==> src/rtl/rv64g_l2_dir_update_pkg.sv <==
// Shared encodings for the L2 directory update slice: request opcodes and controller states.
// Imported by rv64g_l2_dir_next and rv64g_l2_dir_update.
package rv64g_l2_pkg;

    typedef enum logic [1:0] {
        OP_ACQ_S   = 2'd0,
        OP_ACQ_E   = 2'd1,
        OP_RELEASE = 2'd2,
        OP_EVICT   = 2'd3
    } dir_op_e;

    typedef enum logic [1:0] {
        ST_IDLE  = 2'd0,
        ST_READ  = 2'd1,
        ST_WRITE = 2'd2,
        ST_RESP  = 2'd3
    } dir_state_e;

    localparam int STAT_W = 32;

endpackage

==> src/rtl/rv64g_l2_dir_next.sv <==
// Combinational next-state and probe computation for one directory entry.
// An entry read with valid=0 is treated as all-zero before the opcode is applied.
module rv64g_l2_dir_next
    import rv64g_l2_pkg::*;
#(
    parameter  int CORES = 4,
    localparam int CW    = (CORES > 1) ? $clog2(CORES) : 1
) (
    input  dir_op_e           i_op,
    input  logic [CW-1:0]     i_core,
    input  logic              i_valid,
    input  logic              i_owner_valid,
    input  logic              i_dirty,
    input  logic [CORES-1:0]  i_sharers,
    input  logic [CW-1:0]     i_owner_id,
    output logic              o_valid,
    output logic              o_owner_valid,
    output logic              o_dirty,
    output logic [CORES-1:0]  o_sharers,
    output logic [CW-1:0]     o_owner_id,
    output logic [CORES-1:0]  o_probe
);

    logic             w_ov;
    logic             w_d;
    logic [CORES-1:0] w_sh;
    logic [CW-1:0]    w_oid;
    logic [CORES-1:0] w_core_bit;
    logic [CORES-1:0] w_owner_bit;
    logic [CORES-1:0] w_owner_mask;
    logic             w_nov;
    logic             w_nd;
    logic [CORES-1:0] w_nsh;

    always_comb begin
        w_ov  = i_valid & i_owner_valid;
        w_d   = i_valid & i_dirty;
        w_sh  = i_valid ? i_sharers : '0;
        w_oid = i_valid ? i_owner_id : '0;
        for (int i = 0; i < CORES; i++) begin
            w_core_bit[i]  = (i_core == CW'(i));
            w_owner_bit[i] = (w_oid == CW'(i));
        end
        w_owner_mask = w_ov ? w_owner_bit : '0;
    end

    always_comb begin
        o_valid    = i_valid;
        o_owner_id = w_oid;
        o_probe    = '0;
        w_nov      = w_ov;
        w_nd       = w_d;
        w_nsh      = w_sh;
        case (i_op)
            OP_ACQ_S: begin
                o_valid = 1'b1;
                if (w_ov && (w_oid != i_core)) begin
                    o_probe = w_owner_mask;
                    w_nsh   = w_owner_mask | w_core_bit;
                    w_nov   = 1'b0;
                    w_nd    = 1'b0;
                end else if (!w_ov) begin
                    w_nsh = w_sh | w_core_bit;
                end
                // A core that already owns the line keeps exclusive ownership unchanged.
            end
            OP_ACQ_E: begin
                o_probe    = (w_sh | w_owner_mask) & ~w_core_bit;
                o_valid    = 1'b1;
                o_owner_id = i_core;
                w_nsh      = '0;
                w_nov      = 1'b1;
                w_nd       = 1'b0;
            end
            OP_RELEASE: begin
                w_nsh = w_sh & ~w_core_bit;
                if (w_ov && (w_oid == i_core)) begin
                    w_nov = 1'b0;
                    w_nd  = 1'b0;
                end
            end
            OP_EVICT: begin
                o_probe    = w_sh | w_owner_mask;
                o_valid    = 1'b0;
                o_owner_id = '0;
                w_nsh      = '0;
                w_nov      = 1'b0;
                w_nd       = 1'b0;
            end
            default: ;
        endcase
        // Owned lines carry no sharers and only owned lines may be dirty.
        o_owner_valid = w_nov;
        o_dirty       = w_nd & w_nov;
        o_sharers     = w_nov ? '0 : w_nsh;
    end

endmodule

==> src/rtl/rv64g_l2_dir_update.sv <==
// L2 directory update controller: read entry, write updated entry, return probe mask.
// Optional counters stat_req_o / stat_probe_o exist only when RV64G_L2_DIR_UPDATE_STATS_EN is defined.
module rv64g_l2_dir_update
    import rv64g_l2_pkg::*;
#(
    parameter  int SETS  = 256,
    parameter  int WAYS  = 16,
    parameter  int CORES = 4,
    localparam int SW    = (SETS  > 1) ? $clog2(SETS)  : 1,
    localparam int WW    = (WAYS  > 1) ? $clog2(WAYS)  : 1,
    localparam int CW    = (CORES > 1) ? $clog2(CORES) : 1
) (
    input  logic                  clk,
    input  logic                  rst_n,
    input  logic                  req_valid_i,
    output logic                  req_ready_o,
    input  logic [1:0]            req_op_i,
    input  logic [SW-1:0]         req_set_i,
    input  logic [WW-1:0]         req_way_i,
    input  logic [CW-1:0]         req_core_i,
    output logic [SW-1:0]         rd_set_o,
    input  logic [WAYS-1:0]       rd_valid_i,
    input  logic [WAYS-1:0]       rd_owner_valid_i,
    input  logic [WAYS-1:0]       rd_dirty_i,
    input  logic [WAYS*CORES-1:0] rd_sharers_i,
    input  logic [WAYS*CW-1:0]    rd_owner_id_i,
    output logic                  we_o,
    output logic [SW-1:0]         wr_set_o,
    output logic [WW-1:0]         wr_way_o,
    output logic                  wr_valid_o,
    output logic                  wr_owner_valid_o,
    output logic                  wr_dirty_o,
    output logic [CORES-1:0]      wr_sharers_o,
    output logic [CW-1:0]         wr_owner_id_o,
    output logic                  resp_valid_o,
    input  logic                  resp_ready_i,
    output logic [CORES-1:0]      resp_probe_o
`ifdef RV64G_L2_DIR_UPDATE_STATS_EN
    ,
    output logic [STAT_W-1:0]     stat_req_o,
    output logic [STAT_W-1:0]     stat_probe_o
`endif
);

    dir_state_e       r_state;
    dir_op_e          r_op;
    logic [SW-1:0]    r_set;
    logic [WW-1:0]    r_way;
    logic [CW-1:0]    r_core;
    logic [CORES-1:0] r_probe;

    logic             r_ready;
    logic             r_we;
    logic [SW-1:0]    r_wr_set;
    logic [WW-1:0]    r_wr_way;
    logic             r_wr_valid;
    logic             r_wr_owner_valid;
    logic             r_wr_dirty;
    logic [CORES-1:0] r_wr_sharers;
    logic [CW-1:0]    r_wr_owner_id;
    logic             r_resp_valid;
    logic [CORES-1:0] r_resp_probe;

    logic             w_sel_valid;
    logic             w_sel_owner_valid;
    logic             w_sel_dirty;
    logic [CORES-1:0] w_sel_sharers;
    logic [CW-1:0]    w_sel_owner_id;

    logic             w_nxt_valid;
    logic             w_nxt_owner_valid;
    logic             w_nxt_dirty;
    logic [CORES-1:0] w_nxt_sharers;
    logic [CW-1:0]    w_nxt_owner_id;
    logic [CORES-1:0] w_nxt_probe;

    // Directory read data is combinational on rd_set_o, so the way mux is valid throughout READ.
    always_comb begin
        w_sel_valid       = rd_valid_i[r_way];
        w_sel_owner_valid = rd_owner_valid_i[r_way];
        w_sel_dirty       = rd_dirty_i[r_way];
        w_sel_sharers     = rd_sharers_i[r_way*CORES +: CORES];
        w_sel_owner_id    = rd_owner_id_i[r_way*CW +: CW];
    end

    rv64g_l2_dir_next #(
        .CORES (CORES)
    ) u_next (
        .i_op          (r_op),
        .i_core        (r_core),
        .i_valid       (w_sel_valid),
        .i_owner_valid (w_sel_owner_valid),
        .i_dirty       (w_sel_dirty),
        .i_sharers     (w_sel_sharers),
        .i_owner_id    (w_sel_owner_id),
        .o_valid       (w_nxt_valid),
        .o_owner_valid (w_nxt_owner_valid),
        .o_dirty       (w_nxt_dirty),
        .o_sharers     (w_nxt_sharers),
        .o_owner_id    (w_nxt_owner_id),
        .o_probe       (w_nxt_probe)
    );

    always_ff @(posedge clk or negedge rst_n) begin
        if (!rst_n) begin
            r_state          <= ST_IDLE;
            r_op             <= OP_ACQ_S;
            r_set            <= '0;
            r_way            <= '0;
            r_core           <= '0;
            r_probe          <= '0;
            r_ready          <= 1'b1;
            r_we             <= 1'b0;
            r_wr_set         <= '0;
            r_wr_way         <= '0;
            r_wr_valid       <= 1'b0;
            r_wr_owner_valid <= 1'b0;
            r_wr_dirty       <= 1'b0;
            r_wr_sharers     <= '0;
            r_wr_owner_id    <= '0;
            r_resp_valid     <= 1'b0;
            r_resp_probe     <= '0;
        end else begin
            case (r_state)
                ST_IDLE: begin
                    if (req_valid_i && r_ready) begin
                        r_op    <= dir_op_e'(req_op_i);
                        r_set   <= req_set_i;
                        r_way   <= req_way_i;
                        r_core  <= req_core_i;
                        r_ready <= 1'b0;
                        r_state <= ST_READ;
                    end
                end
                ST_READ: begin
                    r_we             <= 1'b1;
                    r_wr_set         <= r_set;
                    r_wr_way         <= r_way;
                    r_wr_valid       <= w_nxt_valid;
                    r_wr_owner_valid <= w_nxt_owner_valid;
                    r_wr_dirty       <= w_nxt_dirty;
                    r_wr_sharers     <= w_nxt_sharers;
                    r_wr_owner_id    <= w_nxt_owner_id;
                    r_probe          <= w_nxt_probe;
                    r_state          <= ST_WRITE;
                end
                ST_WRITE: begin
                    r_we             <= 1'b0;
                    r_wr_set         <= '0;
                    r_wr_way         <= '0;
                    r_wr_valid       <= 1'b0;
                    r_wr_owner_valid <= 1'b0;
                    r_wr_dirty       <= 1'b0;
                    r_wr_sharers     <= '0;
                    r_wr_owner_id    <= '0;
                    r_resp_valid     <= 1'b1;
                    r_resp_probe     <= r_probe;
                    r_state          <= ST_RESP;
                end
                ST_RESP: begin
                    if (resp_ready_i) begin
                        r_resp_valid <= 1'b0;
                        r_resp_probe <= '0;
                        r_ready      <= 1'b1;
                        r_state      <= ST_IDLE;
                    end
                end
                default: begin
                    r_state <= ST_IDLE;
                    r_ready <= 1'b1;
                end
            endcase
        end
    end

    assign req_ready_o      = r_ready;
    assign rd_set_o         = r_set;
    assign we_o             = r_we;
    assign wr_set_o         = r_wr_set;
    assign wr_way_o         = r_wr_way;
    assign wr_valid_o       = r_wr_valid;
    assign wr_owner_valid_o = r_wr_owner_valid;
    assign wr_dirty_o       = r_wr_dirty;
    assign wr_sharers_o     = r_wr_sharers;
    assign wr_owner_id_o    = r_wr_owner_id;
    assign resp_valid_o     = r_resp_valid;
    assign resp_probe_o     = r_resp_probe;

`ifdef RV64G_L2_DIR_UPDATE_STATS_EN
    function automatic logic [STAT_W-1:0] popcount(input logic [CORES-1:0] v);
        logic [STAT_W-1:0] n;
        n = '0;
        for (int i = 0; i < CORES; i++) begin
            n = n + STAT_W'(v[i]);
        end
        return n;
    endfunction

    logic [STAT_W-1:0] r_stat_req;
    logic [STAT_W-1:0] r_stat_probe;

    always_ff @(posedge clk or negedge rst_n) begin
        if (!rst_n) begin
            r_stat_req   <= '0;
            r_stat_probe <= '0;
        end else begin
            if (req_valid_i && r_ready && (r_state == ST_IDLE)) begin
                r_stat_req <= r_stat_req + 1'b1;
            end
            if (r_resp_valid && resp_ready_i) begin
                r_stat_probe <= r_stat_probe + popcount(r_resp_probe);
            end
        end
    end

    assign stat_req_o   = r_stat_req;
    assign stat_probe_o = r_stat_probe;
`endif

endmodule

==> config.mk <==
export PLATFORM = sky130hd
export DESIGN_NAME = rv64g_l2_dir_update
export DESIGN_NICKNAME = d
export VERILOG_FILES = /design/src/rtl/rv64g_l2_dir_update_pkg.sv /design/src/rtl/rv64g_l2_dir_next.sv /design/src/rtl/rv64g_l2_dir_update.sv
export SDC_FILE = /design/constraint.sdc
export NUM_CORES = 1
export LEC_CHECK = 0
export ABC_CLOCK_PERIOD_IN_PS = 2900
export CAP_MARGIN = 20
export CORE_MARGIN = 2
export CORE_UTILIZATION = 41
export CTS_BUF_LIST = sky130_fd_sc_hd__clkbuf_8
export DETAILED_ROUTE_END_ITERATION = 6
export PLACE_DENSITY = 0.82
export SETUP_SLACK_MARGIN = 0.5
export SLEW_MARGIN = 20
export SYNTH_ARGS = -nofsm -noshare
export SYNTH_HDL_FRONTEND = slang
export SYNTH_SLANG_ARGS = --single-unit
export TNS_END_PERCENT = 1
==> constraint.sdc <==
create_clock -name clk -period 2.9 [get_ports clk]
set_input_delay 0.435 -clock clk [delete_from_list [all_inputs] [get_ports clk]]
set_output_delay 0.435 -clock clk [all_outputs]
set_load 0.01 [all_outputs]
==> flow_summary.toml <==
[power]
switchingPower_uw = 353
cellPowerDensity_nw_per_um2 = 241
power.internal_uw = 1130
peakVddDrop_mv = 0.187
swShare_pct = 23.8
power_uw = 1480
leakage_uw = 0.00245
seqPwrFrac_pct = 47.0
combPwrFrac_pct = 24.4
p_clk_share_pct = 28.7

[final_layout]
regArea_um2 = 1260
multi_input_area_um2 = 2330
postLayoutCellArea_um2 = 6160
nets = 710
synthToLayoutAreaGrowth_pct = 64.2
drive_gt1_share_pct = 24.4
fillers = 666
postLayoutCoreUtil_pct = 69.9
diodes = 0

[die]
die_w_um = 99.6
ios = 200
fp.dieH_um = 99.6
die-area_um2 = 9930
coreArea_um2 = 8810
start_util_pct = 42.6
num_rows = 34

[worst_setup_path]
path_cells = "clkdlybuf4s50_1 > mux4_2 > mux4_2 > nand2b_1 > a21oi_2 > a21oi_1 > or3b_1 > a41o_1"
path_delay_family = "multiplexers"
r2r_start = "r_way[2]"
r2r_end = "wr_sharers_o[3]"
cp-end-kind = "register"
path_common_cell = "mux4_2"
crit_path_max_fanout = 3
critPathBufInv = 1
crit_path_start_kind = "input port"
r2r_cells = 7
slowest_delay_ns = 0.56
r2r_setup_slack_ns = 0.24
cp_slowest_cell = "mux4_2"
worstSetupPathType = "in2reg"
required_ns = 3.11
worstPathArrival_ns = 2.87

[timing]
hold_viol_final = 0
setup_slack_ns = 0.239
finalCritPeriodShare_pct = 91.8
fin_crit_ns = 2.66
tightestPinTransition_ns = 0.562
grt_setup_unrepaired = "yes"
setup_viol = 0
max_slew_margin_pct = 62.5
final_max_slew_viol_count = 0
max_freq_mhz = 376
skew_ns = 0.00949
fin_setup_tns_ns = 0

[grt]
first_global_vias = 4093
grt_max_degree = 42
track_usage_pct = 26.8
antenna_found_initial = 0
gr-total-overflow = 0
grt_pass1_wl_um = 20600

[synth]
async_reset_ff_share_pct = 100
avgSynthCellArea_um2 = 11.6
yosys_warnings = 0
yosysSeqAreaShare_pct = 33.4
synth_cell_types = 51
syn_nets = 491
synthesis.area_um2 = 3750
ys_ff_latch = 50
synth_edf_count = 0
synthCells = 322
synth-main-ff-cell = "dfrtp_1"

[clock_tree]
cts_tree = "yes"
clk_latency_ns = 0.32
clockBufferDepth = 2
clkSinkCount = 50
htree_levels = 2
cts_root_buf = "clkbuf_8"
cts_made_buffers = 5
path_clk_slew_ns = 0.10

[placed_design]
dpl-instance-area_um2 = 6000
detailedPlace.worstSlack_ns = -0.156
place_congestion = 0.960
hpwl_um = 10600
portBuffers = 199

[drt]
vias_per_cell = 5.59
vias = 3633
drtPass1Iterations = 4
drc = 0
routedWlPerCell_um = 19.7
drt-initial-drc-count = 174
detail-route-antenna-nets = 0
routed_wl_um = 12800

[run_status]
outcome = "complete, no violations"

[flow_run]
maxCapViolCount = 0

[worst_hold_path]
holdCritPathClass = "in2async"
[how the worst max path moves through the flow]
stage / cells after the start / start / to / slack, ns
2_1_floorplan: 7 / r_way[2] / wr_sharers_o[3] / 0.37
3_3_place_gp: 10 / rd_owner_id_i[26] / r_probe[0] / -0.07
3_5_place_dp: 8 / rd_valid_i[9] / wr_sharers_o[2] / -0.16
4_1_cts: 7 / r_way[2] / wr_sharers_o[3] / 0.27
5_1_grt: 10 / r_way[1] / r_probe[0] / 0.19
6_report: 8 / rd_valid_i[7] / wr_sharers_o[3] / 0.24
[layer usage]
metal | routed length, um | global-route usage [%]
met1 | 5140 | 32.3
met2 | 6660 | 47.7
met3 | 665 | 5.76
met4 | 367 | 8.64
met5 | 0 | 0
[synthesized netlist by cell type, types with 6 or more instances]
cell	number	area, um2
a22oi_1	6	45.0
inv_1	15	56.3
a21oi_1	13	65.1
clkbuf_1	14	52.6
o21ai_0	16	80.1
mux2_2	18	203
mux4_2	35	788
o22ai_1	6	37.5
nand2_1	14	52.6
nor2b_1	22	138
mux2i_1	14	140
dfrtp_1	49	1230
nor2_1	13	48.8
a31o_2	15	131
[through the flow]
| stage | cells | hold slack, ns |
|---|---|---|
| final | 650 | 0.508 |
| after global routing | 650 | 0.536 |
| after CTS | 649 | 0.509 |
| after detailed placement | 637 | 0.319 |
| after global placement | 637 | 0.307 |
| after floorplan | 322 | 0.139 |
[cell families after synthesis]
family                   after synthesis  share of synthesized area (%)
AND/OR/NAND/NOR                       69                           10.0
AO/OA/AOI/OAI                         84                           16.5
XOR/XNOR                               4                          0.934
buffers and inverters                 39                           4.94
flip-flops                            50                           33.4
adder cells (fa/ha/maj)                5                           1.67
multiplexers                          71                           32.5
[cell type report]
class	instances	share of cell area, %
Multi-Input combinational cell	233	37.9
Inverter	15	0.914
Tap cell	108	2.19
Clock inverter	3	0.345
Timing Repair Buffer	236	37.1
Clock buffer	5	1.12
Sequential cell	50	20.4
[cell usage in the layout (no fill, tap or decap), types with 4 or more instances in the layout]
| cell type | instances |
|---|---|
| o22ai_1 | 6 |
| ha_1 | 5 |
| a31o_2 | 15 |
| a22oi_1 | 5 |
| nand2_1 | 14 |
| xnor2_1 | 4 |
| nor2b_1 | 22 |
| buf_4 | 34 |
| clkbuf_8 | 5 |
| clkdlybuf4s50_1 | 198 |
| inv_1 | 15 |
| mux2_2 | 18 |
| dfrtp_1 | 47 |
| a22o_1 | 4 |
| a31oi_1 | 5 |
| mux2i_1 | 14 |
| a21oi_1 | 11 |
| nor2_1 | 13 |
| mux4_2 | 37 |
| o21ai_0 | 16 |
[state kept, by name (all words and copies together) (netlist names), 2 cells and up]
name / cells
wr_set_o: 8
r_op: 2
wr_sharers_o: 4
resp_probe_o: 4
r_probe: 4
rd_set_o: 8
wr_way_o: 4
r_core: 2
wr_owner_id_o: 2
r_way: 4
r_state: 2
[power groups by stage]
stage | sequential, uW | clock [uW] | combinational (uW)
finish | 697 | 425 | 361
global route | 697 | 455 | 386
CTS | 697 | 434 | 360
detailed placement | 710 | 0 | 355
global placement | 710 | 0 | 347
floorplan | 711 | 0 | 83.4
[worst reg2reg max path: cells and delay by family, from the launching register on]
family	cells	cell delay (ns)
mux	2	1.13
compound gates	3	0.42
flops	1	0.48
simple gates	2	0.53
[repair_timing]
| action | CTS | global route |
|---|---|---|
| pin swaps | 2 | 1 |
| endpoints found under the hold margin | 9 | 0 |
| resized for setup | 7 | 4 |
| setup endpoints to repair | 10 | 10 |
| setup buffers | 3 | 1 |
| hold buffers | 1 | 0 |
Power figures use the tool's default switching activity.
